**src/rtl/transfer_ctrl.sv**
```systemverilog
// rtl/transfer_ctrl.sv - pairwise compare-and-subtract sequencer for memory A to memory B transfers
// Walks memory A in word pairs and writes R1-R2 to memory B through counterB when R1>R2.
module transfer_ctrl #(
  parameter int AW = 3,
  parameter int DW = 8
) (
  input  logic          clock,
  input  logic          Reset,
  input  logic          Start,
  input  logic [DW-1:0] DataA,
  input  logic [1:0]    AddrB,
  output logic [AW-1:0] AddrA,
  output logic          ClrB,
  output logic          IncB,
  output logic          WEB,
  output logic [DW-1:0] DataB,
  output logic [AW-1:0] WrCnt,
  output logic          Busy,
  output logic          Done
);

  typedef enum logic [2:0] {
    S_IDLE,
    S_CLEAR,
    S_LOAD1,
    S_LOAD2,
    S_CMP,
    S_WRITE,
    S_DONE
  } state_t;

  state_t        state_q, state_d;
  logic [AW-1:0] addr_a_q, addr_a_d;
  logic [AW-1:0] wr_cnt_q, wr_cnt_d;
  logic [DW-1:0] r1_q, r1_d;
  logic [DW-1:0] r2_q, r2_d;

  // counterB desync indication is advisory only; the write proceeds regardless
  logic unused_b_out_of_sync;
  assign unused_b_out_of_sync = (state_q == S_WRITE) && (AddrB == 2'd3) && (wr_cnt_q != AW'(3));

  always_ff @(posedge clock or negedge Reset) begin
    if (!Reset) begin
      state_q  <= S_IDLE;
      addr_a_q <= '0;
      wr_cnt_q <= '0;
      r1_q     <= '0;
      r2_q     <= '0;
    end else begin
      state_q  <= state_d;
      addr_a_q <= addr_a_d;
      wr_cnt_q <= wr_cnt_d;
      r1_q     <= r1_d;
      r2_q     <= r2_d;
    end
  end

  always_comb begin
    state_d  = state_q;
    addr_a_d = addr_a_q;
    wr_cnt_d = wr_cnt_q;
    r1_d     = r1_q;
    r2_d     = r2_q;
    ClrB     = 1'b0;
    IncB     = 1'b0;
    WEB      = 1'b0;
    Busy     = 1'b1;
    Done     = 1'b0;
    case (state_q)
      S_IDLE: begin
        Busy = 1'b0;
        if (Start) state_d = S_CLEAR;
      end
      S_CLEAR: begin
        ClrB     = 1'b1;
        addr_a_d = '0;
        wr_cnt_d = '0;
        r1_d     = '0;
        r2_d     = '0;
        state_d  = S_LOAD1;
      end
      S_LOAD1: begin
        r1_d     = DataA;
        addr_a_d = addr_a_q + AW'(1);
        state_d  = S_LOAD2;
      end
      S_LOAD2: begin
        r2_d     = DataA;
        addr_a_d = addr_a_q + AW'(1);
        state_d  = S_CMP;
      end
      // AddrA wrapping back to zero marks the final pair as consumed
      S_CMP: begin
        if (r1_q > r2_q)          state_d = S_WRITE;
        else if (addr_a_q == '0)  state_d = S_DONE;
        else                      state_d = S_LOAD1;
      end
      S_WRITE: begin
        WEB      = 1'b1;
        IncB     = 1'b1;
        wr_cnt_d = wr_cnt_q + AW'(1);
        state_d  = (addr_a_q == '0) ? S_DONE : S_LOAD1;
      end
      S_DONE: begin
        Busy = 1'b0;
        Done = 1'b1;
        if (!Start) state_d = S_IDLE;
      end
      default: state_d = S_IDLE;
    endcase
  end

  assign AddrA = addr_a_q;
  assign WrCnt = wr_cnt_q;
  assign DataB = r1_q - r2_q;

endmodule
```
**config.mk**
```make
export PLATFORM = sky130hd
export DESIGN_NAME = transfer_ctrl
export DESIGN_NICKNAME = d
export VERILOG_FILES = /design/src/rtl/transfer_ctrl.sv
export SDC_FILE = /design/constraint.sdc
export NUM_CORES = 1
export LEC_CHECK = 0
export BUFFER_PORTS_ARGS = -buffer_cell sky130_fd_sc_hd__buf_2
export CAP_MARGIN = 0
export CORE_MARGIN = 2
export CORE_UTILIZATION = 60
export CTS_BUF_LIST = sky130_fd_sc_hd__clkbuf_4
export DETAILED_ROUTE_END_ITERATION = 6
export GPL_TIMING_DRIVEN = 0
export PLACE_DENSITY = 0.82
export SLEW_MARGIN = 5
export SYNTH_ARGS = -nofsm -noshare
export SYNTH_HDL_FRONTEND = slang
export SYNTH_SLANG_ARGS = --single-unit
```
**constraint.sdc**
```tcl
create_clock -name clock -period 3.7 [get_ports clock]
set_input_delay 0.37 -clock clock [delete_from_list [all_inputs] [get_ports clock]]
set_output_delay 0.37 -clock clock [all_outputs]
set_load 0.01 [all_outputs]
```
=== After elaboration in Yosys (flattened, before gate mapping) ===
Index checks and enable logic that the tools add are counted.

* Memory bits (writable): 0
* Bits in registers: 25
* Output and inout port bits: 19
* Bits of input ports: 13
* ROM bits: 0
* Bits in latches: 0
* Memories kept: 0

* Divide/modulo/power cells: 0
* $lt $le $gt $ge: 1
* Add/sub/neg operators: 3
* Reductions and logical operators: 9
* Shifts and indexed selects: 0
* Eq/ne operators: 8
* Multiply operators: 0
* Mux-type cells: 13
* Bitwise logic cells: 0

{| class="wikitable"
|+ Operators by type and width
! cell !! count
|-
| 8-bit case mux with 2 select lines || 2
|-
| 3-bit case mux with 7 select lines || 1
|-
| 3-bit two-way mux || 4
|-
| 3-bit case mux with 2 select lines || 2
|-
| 3-bit == test, second input constant || 3
|-
| 8-bit greater-than comparator || 1
|-
| 2-bit nonzero test || 4
|-
| 8-bit subtractor || 1
|-
| 3-bit by 1-bit adder with 3-bit output, second input constant || 2
|-
| 3-bit by 2-bit == test with 1-bit output, second input constant || 2
|-
| 3-bit zero test || 2
|-
| 1-bit two-way mux || 4
|-
| 2-bit != test, second input constant || 2
|-
| 2-bit OR reduction || 2
|-
| 3-bit by 1-bit == test with 1-bit output, second input constant || 1
|-
| 2-bit AND reduction || 1
|}

=== Logic depth before layout (Yosys ltp) ===
Gate-level depths: netlist (run 1).

* Word-level depth: 4
* Depth in mapped cells: 7
* Mapped depth without buffers: 7

=== Worst setup path before layout (run 1) ===
OpenSTA, ideal clock, no wires.

* Kind: register to output
* Start point: register r1_q[0]
* End point: output port DataB[6]
* Path slack: 1.575 ns
* Required time: 3.330 ns
* Arrival: 1.755 ns
* Stages on the path, launching flop included: 8
* Cells stage by stage: dfrtp_1 inv_1 ha_1 fa_1 nand2b_1 a211oi_1 mux2i_1 nand2_1

* Cells in the longest elaborated chain, start to end: 1

{| class="wikitable"
|+ Ends and longest elaborated chain
! what !! RTL line !! RTL
|-
| start, declared || 35 || <nowiki>logic [DW-1:0] r1_q, r1_d;</nowiki>
|-
| start signal, assigned || 53 || <nowiki>r1_q <= r1_d;</nowiki>
|-
| 8-bit subtractor || 115 || <nowiki>assign DataB = r1_q - r2_q;</nowiki>
|-
| end, declared || 16 || <nowiki>output logic [DW-1:0] DataB,</nowiki>
|}

No other way between the ends.

=== Worst setup path after layout (run 1) ===
Same ends and word-level chain as after synthesis.

==> qor.yml, run 1 <==
status: "finished, final reports clean"
r2r-start: "r1_q[0]$_DFFE_PN0P_"
sequentialPowerShare_pct: 24.1
cts_setup_buffers: 0
synth_nets: 205
drv_cap: 0
die_area_um2: 3120
grt_overflow: 0
synth-seq-cells: 25
yosys.area.top_type: "dfrtp_1"
grt_max_degree: 26
cts_buffer_depth: 2
finalCoreUtilization_pct: 72.5
htreeDepth: 1
root_buffer: "clkbuf_4"
layout_setup_ws_ns: 0.958
yosysUniqueCellTypes: 39
post-place-ws_ns: 1.33
portBuffers: 29
syn_to_final_growth_pct: 13.2
die_h_um: 55.9
slew_viol_final: 0
fin_cells: 243
start_util_pct: 64.0
post-place-cells: 239
cp-startpoint: "r1_q[0]$_DFFE_PN0P_"
tightestPinTransition_ns: 0.559
period_share_pct: 74.1
leakage_nw: 0.955
fillers: 206
ios: 32
synth_top_cell_area_share_pct: 38.7
cts_tree: "yes"
seq_area_frac_synth_pct: 38.7
min_path_type: "in2async"
drive_gt1_share_pct: 21.1
die_w_um: 55.9
fin_area_um2: 1830
grt_pass1_wl_um: 6280
clkTransAtPathRegs_ns: 0.14
core_area_um2: 2520
endpoint_kind: "output port"
avgSynthCellArea_um2: 8.97
fin_crit_ns: 2.74
r2r.worst_path.cells: 7
critPathLaunchType: "register"
syn_area_um2: 1620
path_class: "reg2out"
avgRoutedWirePerCell_um: 15.3
max_freq_mhz: 365
r2r_setup_slack_ns: 1.60
clk_latency_ns: 0.32
vias: 1458
cts_hold_repair.buffers: 0
antennaDiodeCount: 0
hold_viol_final: 0
yosys_warnings: 0
fin_skew_ns: 0.00533
cts_sinks: 25
hold_ws_ns: 0.0134
hpwl_um: 2770
grt_use_total_pct: 25.1
setup_tns_ns: 0
drt_pass1_iterations: 4
rr_endpoint: "state_q[2]$_DFFE_PN0P_"
pwr-share-clk_pct: 6.8
syn_inst: 180
total_power_mw: 1.96
viasPerCell: 6.00
ctsResizeCount: 0
crit_required_ns: 3.33
swShare_pct: 48.1
cts_inserted_buffers: 3
dpl_cell_area_um2: 1800
grt_pass1_vias: 1434
drtIter0Drc: 52
grt_setup_unrepaired: "false"
drc_errors: 0
antenna_found_initial: 0
switchingPower_mw: 0.943
place_congestion: 0.770
fp-row-count: 18
ir_worst_vdd_mv: 0.892
finalWirelength_um: 3710
postRouteAntennaNets: 0
setup_viol: 0
pwr-share-comb_pct: 69.1
nets: 239
cp_max_fo: 3
max_slew_margin_pct: 62.7
crit_arrival_ns: 2.37
power_density_nw_per_um2: 1070
synthTopCellsByArea: "dfrtp_1, a22o_1, ha_1"
power.internal_mw: 1.02
synthesized netlist by cell type:
master / count
buf_1: 1
o21ai_0: 13
o2111ai_1: 1
clkbuf_1: 3
a221oi_1: 1
o21a_1: 1
o31ai_1: 1
nand3_1: 3
nand4_1: 3
a2111o_1: 1
a21oi_1: 3
nand3b_1: 1
nor2_1: 12
nand2b_1: 5
or2_1: 1
nand2_1: 23
a221o_1: 1
xor2_1: 1
nor3b_1: 1
o311a_1: 2
buf_2: 5
nor2b_1: 5
a22o_1: 19
a21o_1: 1
dfrtp_1: 25
and2_1: 1
a211oi_1: 2
fa_1: 1
nor2_2: 3
mux2_2: 3
or3_1: 1
ha_1: 11
nor3_1: 2
buf_4: 1
a311oi_1: 1
and3b_1: 1
inv_1: 17
xnor2_1: 2
mux2i_1: 1
area by class of cell:
cell class	instances	area, µm²	share of cell area, %
clock buffer	4	30.0	1.64
timing repair buffer	29	145	7.94
tap	30	37.5	2.05
inverter	17	63.8	3.49
sequential	25	626	34.2
multi-input combinational	128	878	48.0
buffer	10	47.5	2.60
logic make-up (layout without fill, tap and decap cells):
group / after synthesis / after routing / synth area share [%]
flip-flops: 25 / 25 / 38.7
AO/OA/AOI/OAI: 47 / 47 / 21.8
XOR/XNOR: 3 / 3 / 1.63
buffers and inverters: 27 / 60 / 6.89
adder cells (fa/ha/maj): 12 / 12 / 9.76
multiplexers: 4 / 4 / 2.71
AND/OR/NAND/NOR: 62 / 62 / 18.5
critical path: stages, from the launching register on:
cell      delay, ns
dfrtp_1        0.41
inv_1          0.06
ha_1           0.23
fa_1           0.40
nand2b_1       0.21
a211oi_1       0.33
mux2i_1        0.22
nand2_1        0.06
buf_2          0.14
cell usage in the layout, fill, tap and decap left out, drive strengths merged, types with 2 or more instances in the layout:
master,instances
nand3,3
nand4,3
nor2,15
a211oi,2
nand2,23
mux2,3
inv,17
a22o,19
ha,11
nand2b,5
nor2b,5
o21ai,13
a21oi,3
buf,36
dfrtp,25
xnor2,2
clkbuf,7
nor3,2
o311a,2
how the worst max path moves through the flow:
stage                          end  slack [ns]  depth (start not counted)
final                     DataB[6]        0.96                          8
after global routing      DataB[6]        0.80                          8
after CTS                 DataB[6]        0.94                          8
after detailed placement  DataB[6]        1.33                          8
after global placement    DataB[6]        1.38                          8
after floorplan           DataB[6]        1.57                          7
registers in the layout, summed over array words and instances, names as in the netlist:
signal   flops
AddrA        3
WrCnt        3
r1_q         8
r2_q         8
state_q      3
power by group through the flow:
stage	combinational (mW)	sequential, mW	clock (mW)
after floorplan	0.956	0.471	0
after global placement	1.29	0.467	0
after detailed placement	1.35	0.477	0
after CTS	1.36	0.470	0.138
after global routing	1.50	0.486	0.142
final	1.36	0.473	0.133
routing by layer:
metal / up-vias / wire length (µm) / GRT usage, %
met1: 722 / 1620 / 30.7
li1: 695 / - / -
met5: - / 0 / 0
met4: 0 / 40 / 7.48
met3: 5 / 151 / 4.42
met2: 36 / 1890 / 44.9
Note: power is estimated with default switching activity, not from simulation.
==> run 2, diff against run 1 <==
--- a/config.mk
+++ b/config.mk
@@ -8,11 +8,11 @@
 export BUFFER_PORTS_ARGS = -buffer_cell sky130_fd_sc_hd__buf_2
 export CAP_MARGIN = 0
 export CORE_MARGIN = 2
-export CORE_UTILIZATION = 60
+export CORE_UTILIZATION = 51
 export CTS_BUF_LIST = sky130_fd_sc_hd__clkbuf_4
 export DETAILED_ROUTE_END_ITERATION = 6
 export GPL_TIMING_DRIVEN = 0
-export PLACE_DENSITY = 0.82
+export PLACE_DENSITY = 0.74
 export SLEW_MARGIN = 5
 export SYNTH_ARGS = -nofsm -noshare
 export SYNTH_HDL_FRONTEND = slang
==> constraint.sdc (replaced) <==
create_clock -name clock -period 2.5 [get_ports clock]
set_input_delay 0.25 -clock clock [delete_from_list [all_inputs] [get_ports clock]]
set_output_delay 0.25 -clock clock [all_outputs]
set_load 0.01 [all_outputs]
==> run 2 against run 1 <==
  * First-iteration DRC count is 67% higher
  * Sequential share of layout area is 1.6 points lower
  * Flip-flop and latch count stayed put
  * Worst setup slack worse by 0.84 ns
  * Largest power group unchanged
  * Sequential power is 47% higher
==> qor.yml, run 2 (synthesized netlist as in run 1, its figures left out) <==
period_share_pct: 95.2
slowest_stage: "fa_2"
finalWirelength_um: 3610  # -2.6%
vias: 1436  # -1.5%
ios: 32  # unchanged
wl_met3_um: 151  # unchanged
min_path_type: "in2reg"
drt_pass1_iterations: 4  # unchanged
leakage_nw: 0.987  # +3.4%
die_h_um: 60.3  # +7.9%
drc_errors: 0  # unchanged
finalCoreUtilization_pct: 63.3  # -9.1 points
path_depth: 8  # unchanged
layout_common_cells: "buf_2, dfrtp_1, nand2_1"
crit_family: "adder cells"
multi_input_area_um2: 903  # +2.8%
grt_max_degree: 26  # unchanged
critPathLaunchType: "register"
drtIter0Drc: 87  # +67%
wl_met2_um: 1840  # -2.9%
place_congestion: 0.800  # +3.9%
path_buf_inv: 2  # unchanged
setup_viol: 0  # unchanged
final-seq-area_um2: 626  # unchanged
grt_pass1_vias: 1421  # -0.91%
setup_tns_ns: 0  # unchanged
fp-row-count: 20  # +2
min_path_cells: 3
portBuffers: 29  # unchanged
root_buffer: "clkbuf_4"
crit_required_ns: 2.25  # -1.08 ns
crit_chain: "inv_1 -> ha_2 -> fa_2 -> nand2b_4 -> a211oi_4 -> mux2i_1 -> nand2_1 -> buf_2"
drt-met1-wl_um: 1590  # -2.2%
cp_max_fo: 3  # unchanged
slew_viol_final: 0  # unchanged
die_w_um: 60.3  # +7.9%
top_regs: "r1_q (8), r2_q (8)"
fin_crit_ns: 2.38
fillers: 287  # +39%
r2r.worst_path.cells: 7  # unchanged
critical-path-max-stage-delay_ns: 0.39  # -0.02 ns
path_class: "reg2out"
max_freq_mhz: 420
die_area_um2: 3630  # +16%
avgRoutedWirePerCell_um: 13.7  # -10%
grt_use_total_pct: 22.3  # -2.8 points
hold_viol_final: 0  # unchanged
postRouteAntennaNets: 0  # unchanged
top_layer: "met4"
cts_sinks: 25  # unchanged
clkTransAtPathRegs_ns: 0.13  # about the same
power_density_nw_per_um2: 1570  # +46%
htreeDepth: 1  # unchanged
viasPerCell: 5.46  # -9.0%
core_area_um2: 3030  # +20%
drive_gt1_share_pct: 24.7  # +3.5 points
antennaDiodeCount: 0  # unchanged
grt_pass1_wl_um: 6150  # -2.1%
grt_overflow: 0  # unchanged
clk_latency_ns: 0.32  # about the same
ir_worst_vdd_mv: 0.660  # -26%
crit_arrival_ns: 2.13  # -0.24 ns
cts_tree: "yes"
max_slew_margin_pct: 63.5  # +0.79 points
start_util_pct: 53.3  # -11 points
cts_inserted_buffers: 3  # unchanged
grt_setup_unrepaired: "false"
endpoint_kind: "output port"
fin_skew_ns: 0.00439  # -0.000944 ns
hpwl_um: 2650  # -4.4%
layout_commonest_cell: "buf_2"
status: "finished, final reports clean"
cts_buffer_depth: 2  # unchanged
drv_cap: 0  # unchanged
antenna_found_initial: 0  # unchanged
syn_to_final_growth_pct: 18.7
tightestPinTransition_ns: 0.547  # -0.0118 ns
nets: 245  # +2.5%
[run 2: cell count changes in the layout (fill, tap and decap cells not counted), sizes merged]
cell / delta
dlygate4sd3: +1
buf: +5
[run 2: timing repair]
item | CTS | global route
hold buffers | 1 | 0
resized for setup | 2 | 3
pin swaps | 1 | 2
buffers inserted | 2 | 3
hold endpoints to repair | 25 | 0
setup endpoints to repair | 1 | 3
[run 2: path summary, 6_finish.rpt]
kind	end	slack (ns)	start
setup / recovery	DataB[6]	0.12	r1_q[0]$_DFFE_PN0P_
hold / removal	r2_q[6]$_DFFE_PN0P_	0.17	DataA[6]
setup reg to reg	state_q[2]$_DFFE_PN0P_	0.55	r1_q[0]$_DFFE_PN0P_
hold reg to reg	r2_q[6]$_DFFE_PN0P_	0.49	r2_q[6]$_DFFE_PN0P_
max in group asynchronous	r2_q[7]$_DFFE_PN0P_	1.69	Reset
min in group asynchronous	WrCnt[1]$_DFFE_PN0P_	0.44	Reset
[run 2: final cells by class]
cell class,instances,share of cell area [%]
multi-input combinational,128,47.1
buffer,10,2.48
clock buffer,4,1.57
sequential,25,32.6
inverter,17,3.33
tap,44,2.87
timing repair buffer,35,10.0
[run 2: power by group]
group	leakage (nW)	total, mW	switching [mW]	internal [mW]
registers	0.321	0.695	0.121	0.574
clock network	0.0184	0.193	0.120	0.0733
logic	0.648	2.12	1.18	0.948
[run 2: per-stage QoR]
| step | setup slack [ns] | instances | instance area [µm²] | power (mW) | hold slack (ns) |
|---|---|---|---|---|---|
| after floorplan | 0.495 | 180 | 1620 | 2.11 | -0.0456 |
| after global placement | 0.276 | 253 | 1820 | 2.60 | 0.264 |
| after detailed placement | 0.234 | 253 | 1820 | 2.68 | 0.273 |
| after CTS | 0.00443 | 260 | 1880 | 2.94 | 0.182 |
| after global routing | 0.0242 | 263 | 1920 | 3.29 | 0.184 |
| final | 0.119 | 263 | 1920 | 3.01 | 0.173 |
[run 2: layer usage]
layer	vias to the layer above	GRT usage, %
met5	-	0
met4	0	9.52
met3	6	2.38
met2	41	39.1
met1	683	27.4
li1	706	-
[run 2: worst reg2reg max path, cell delays in order, from the launching register on]
cell and delay (ns):
dfrtp_1 0.38, inv_1 0.05, ha_2 0.19, fa_2 0.39, nand2b_4 0.17, a211oi_1 0.34
o311a_1 0.26, a221o_1 0.11
==> run 3, diff against run 2 <==
--- a/config.mk
+++ b/config.mk
@@ -5,14 +5,15 @@
 export SDC_FILE = /design/constraint.sdc
 export NUM_CORES = 1
 export LEC_CHECK = 0
+export ABC_AREA = 1
 export BUFFER_PORTS_ARGS = -buffer_cell sky130_fd_sc_hd__buf_2
 export CAP_MARGIN = 0
 export CORE_MARGIN = 2
-export CORE_UTILIZATION = 51
+export CORE_UTILIZATION = 50
 export CTS_BUF_LIST = sky130_fd_sc_hd__clkbuf_4
 export DETAILED_ROUTE_END_ITERATION = 6
 export GPL_TIMING_DRIVEN = 0
-export PLACE_DENSITY = 0.74
+export PLACE_DENSITY = 0.73
 export SLEW_MARGIN = 5
 export SYNTH_ARGS = -nofsm -noshare
 export SYNTH_HDL_FRONTEND = slang
==> run 3 against run 2 <==
  * Cell area down 11%
  * Synthesized cell count fell by 4.4%
  * Core utilization fell by 2.2 points
  * Wire length fell by 18%
  * Clock-buffer cell count unchanged
  * Sequential share of layout area grew 4.1 points
  * Total power is 17% lower
  * Worst hold slack got worse by 0.0050 ns
  * Non-clock buffer count shrank 12
  * Largest cell class unchanged
  * Highest routed layer unchanged
==> qor.yml, run 3 <==
status: "finished, final reports clean"
slowest_stage: "dfrtp_1"
crit_chain: "ha_1 -> fa_1 -> inv_1 -> nand3_1 -> nand2_1 -> inv_1 -> o21bai_1 -> xor2_1 -> buf_2"
die_h_um: 58.4  # -3.2%
antenna_found_initial: 0  # unchanged
fin_cells: 237  # -9.9%
setup_viol: 0  # unchanged
critPathLaunchType: "register"
post-place-ws_ns: 0.529  # +0.295 ns
slew_viol_final: 0  # unchanged
die_area_um2: 3410  # -6.3%
core_area_um2: 2780  # -8.1%
power_density_nw_per_um2: 1470  # -6.3%
portBuffers: 29  # unchanged
cts_buffer_depth: 2  # unchanged
synthArstFlopShare_pct: 100  # unchanged
viasPerCell: 5.31  # -2.7%
grt_pass1_vias: 1200  # -16%
synthTopCellsByArea: "dfrtp_1, ha_1, inv_1"
critical-path-max-stage-delay_ns: 0.41  # +0.02 ns
crit_family: "adder cells"
drive_gt1_share_pct: 21.8  # -2.8 points
htreeDepth: 1  # unchanged
yosys.area.top_type: "dfrtp_1"
clk_latency_ns: 0.32  # about the same
final-seq-area_um2: 626  # unchanged
antennaDiodeCount: 0  # unchanged
ir_worst_vdd_mv: 0.991  # +50%
layout_common_cells: "inv_1, buf_2, dfrtp_1, nand2_1, nand3_1"
yosysUniqueCellTypes: 31  # -21%
avgSynthCellArea_um2: 8.59  # -4.3%
top_regs: "r1_q (8), r2_q (8)"
avgRoutedWirePerCell_um: 12.5  # -9.3%
path_common_cell: "inv_1"
fp-row-count: 19  # -5.0%
finalWirelength_um: 2950  # -18%
yosysMostFrequentCell: "inv_1"
cts_sinks: 25  # unchanged
grt_max_degree: 26  # unchanged
drtIter0Drc: 50  # -43%
clkTransAtPathRegs_ns: 0.14  # about the same
tightestPinTransition_ns: 0.546  # -0.00108 ns
place_congestion: 0.822  # +2.7%
dpl_cell_area_um2: 1660  # -8.5%
max_freq_mhz: 430  # +2.5%
nets: 232  # -5.3%
fillers: 243  # -15%
period_share_pct: 92.9  # -2.3 points
syn_area_um2: 1480  # -8.5%
hold_viol_final: 0  # unchanged
finalCoreUtilization_pct: 61.2  # -2.2 points
drc_errors: 0  # unchanged
grt_overflow: 0  # unchanged
yosys_most_used_dff: "dfrtp_1"
crit_arrival_ns: 2.07  # -0.06 ns
die_w_um: 58.4  # -3.2%
hpwl_um: 2340  # -12%
path_class: "reg2out"
synth_enable_flop_cells: 0  # unchanged
cp_max_fo: 3  # unchanged
leakage_nw: 0.964  # -2.4%
cts_tree: "yes"
ios: 32  # unchanged
vias: 1259  # -12%
synth_nets: 197  # -3.9%
ctsResizeCount: 0  # -2
start_util_pct: 53.1  # -0.22 points
min_path_type: "in2reg"
fin_area_um2: 1700  # -11%
path_buf_inv: 3  # +1
setup_tns_ns: 0  # unchanged
drt_pass1_iterations: 4  # unchanged
endpoint_kind: "output port"
post-place-cells: 232  # -8.3%
synth_common_cells: "inv_1, dfrtp_1, nand2_1"
grt_use_total_pct: 19.8  # -2.5 points
grt_pass1_wl_um: 5240  # -15%
layout_commonest_cell: "inv_1"
grt_setup_unrepaired: "false"
cts_inserted_buffers: 3  # unchanged
synth-seq-cells: 25  # unchanged
drv_cap: 0  # unchanged
fin_crit_ns: 2.32  # -0.0579 ns
fin_skew_ns: 0.00776  # +0.00337 ns
root_buffer: "clkbuf_4"
postRouteAntennaNets: 0  # unchanged
max_slew_margin_pct: 63.6  # +0.072 points
syn_inst: 172  # -4.4%
synth_top_cell_area_share_pct: 42.3  # +3.6 points
multi_input_area_um2: 689  # -24%
syn_to_final_growth_pct: 15.2
layout_setup_ws_ns: 0.177  # +0.0579 ns
crit_required_ns: 2.25  # about the same
seq_area_frac_synth_pct: 42.3  # +3.6 points
yosys_warnings: 0  # unchanged
==> run 3: area by class of cell <==
type / instances / share of cell area [%]
buffer: 3 / 1.40
clock buffer: 4 / 1.76
inverter: 37 / 8.16
multi-input combinational: 107 / 40.5
sequential: 25 / 36.8
tap: 31 / 2.28
timing repair buffer: 30 / 9.12
==> run 3: report_power, final <==
part / internal (mW) / switching (mW)
Clock: 0.0733 / 0.119
Combinational: 0.660 / 1.00
Sequential: 0.556 / 0.0945
==> run 3: repair_timing <==
action	in CTS	in global routing
setup buffers	0	0
hold buffers	1	0
endpoints found under the hold margin	25	0
==> run 3: kinds of logic (layout without fill, tap and decap cells) <==
group,count (synthesis),after routing,synth area share (%)
adder cells (fa/ha/maj),12,12,10.7
AND/OR/NAND/NOR,53,53,17.8
AO/OA/AOI/OAI,35,35,14.1
buffers and inverters,40,74,11.0
XOR/XNOR,7,7,4.15
flip-flops,25,25,42.3
==> run 3: path summary, 6_finish.rpt <==
kind                            slack [ns]           startpoint  cells past startpoint                      to
worst min register to register        0.54  r1_q[3]$_DFFE_PN0P_                      2     r1_q[3]$_DFFE_PN0P_
max in group asynchronous             1.69                Reset                      2  state_q[2]$_DFFE_PN0P_
min in group asynchronous             0.44                Reset                      2     r1_q[3]$_DFFE_PN0P_
worst min-delay path                  0.17             DataA[6]                      3     r1_q[6]$_DFFE_PN0P_
worst max register to register        0.76  r2_q[0]$_DFFE_PN0P_                     10  state_q[1]$_DFFE_PN0P_
worst max-delay path                  0.18  r2_q[0]$_DFFE_PN0P_                      9                DataB[6]
==> run 3: worst reg2reg max path, stage by stage (launching register included) <==
cell	delay, ns
dfrtp_1	0.41
ha_1	0.21
fa_1	0.41
inv_1	0.07
nand3_1	0.06
nand2_1	0.12
nand2_1	0.06
nand2_1	0.11
nand2_1	0.06
nand2_1	0.06
nand3b_1	0.07
==> run 3: stage by stage <==
| step | power [mW] | hold WS [ns] |
|---|---|---|
| floorplan | 1.83 | -0.0456 |
| global placement | 2.26 | 0.261 |
| CTS | 2.52 | 0.171 |
| detailed placement | 2.33 | 0.270 |
| global route | 2.78 | 0.161 |
| finish | 2.50 | 0.168 |
==> run 3: metal layers <==
metal	wire length, µm	track usage [%]
met4	34	5.98
met2	1420	31.3
met3	111	1.98
met5	0	0
met1	1390	28.9
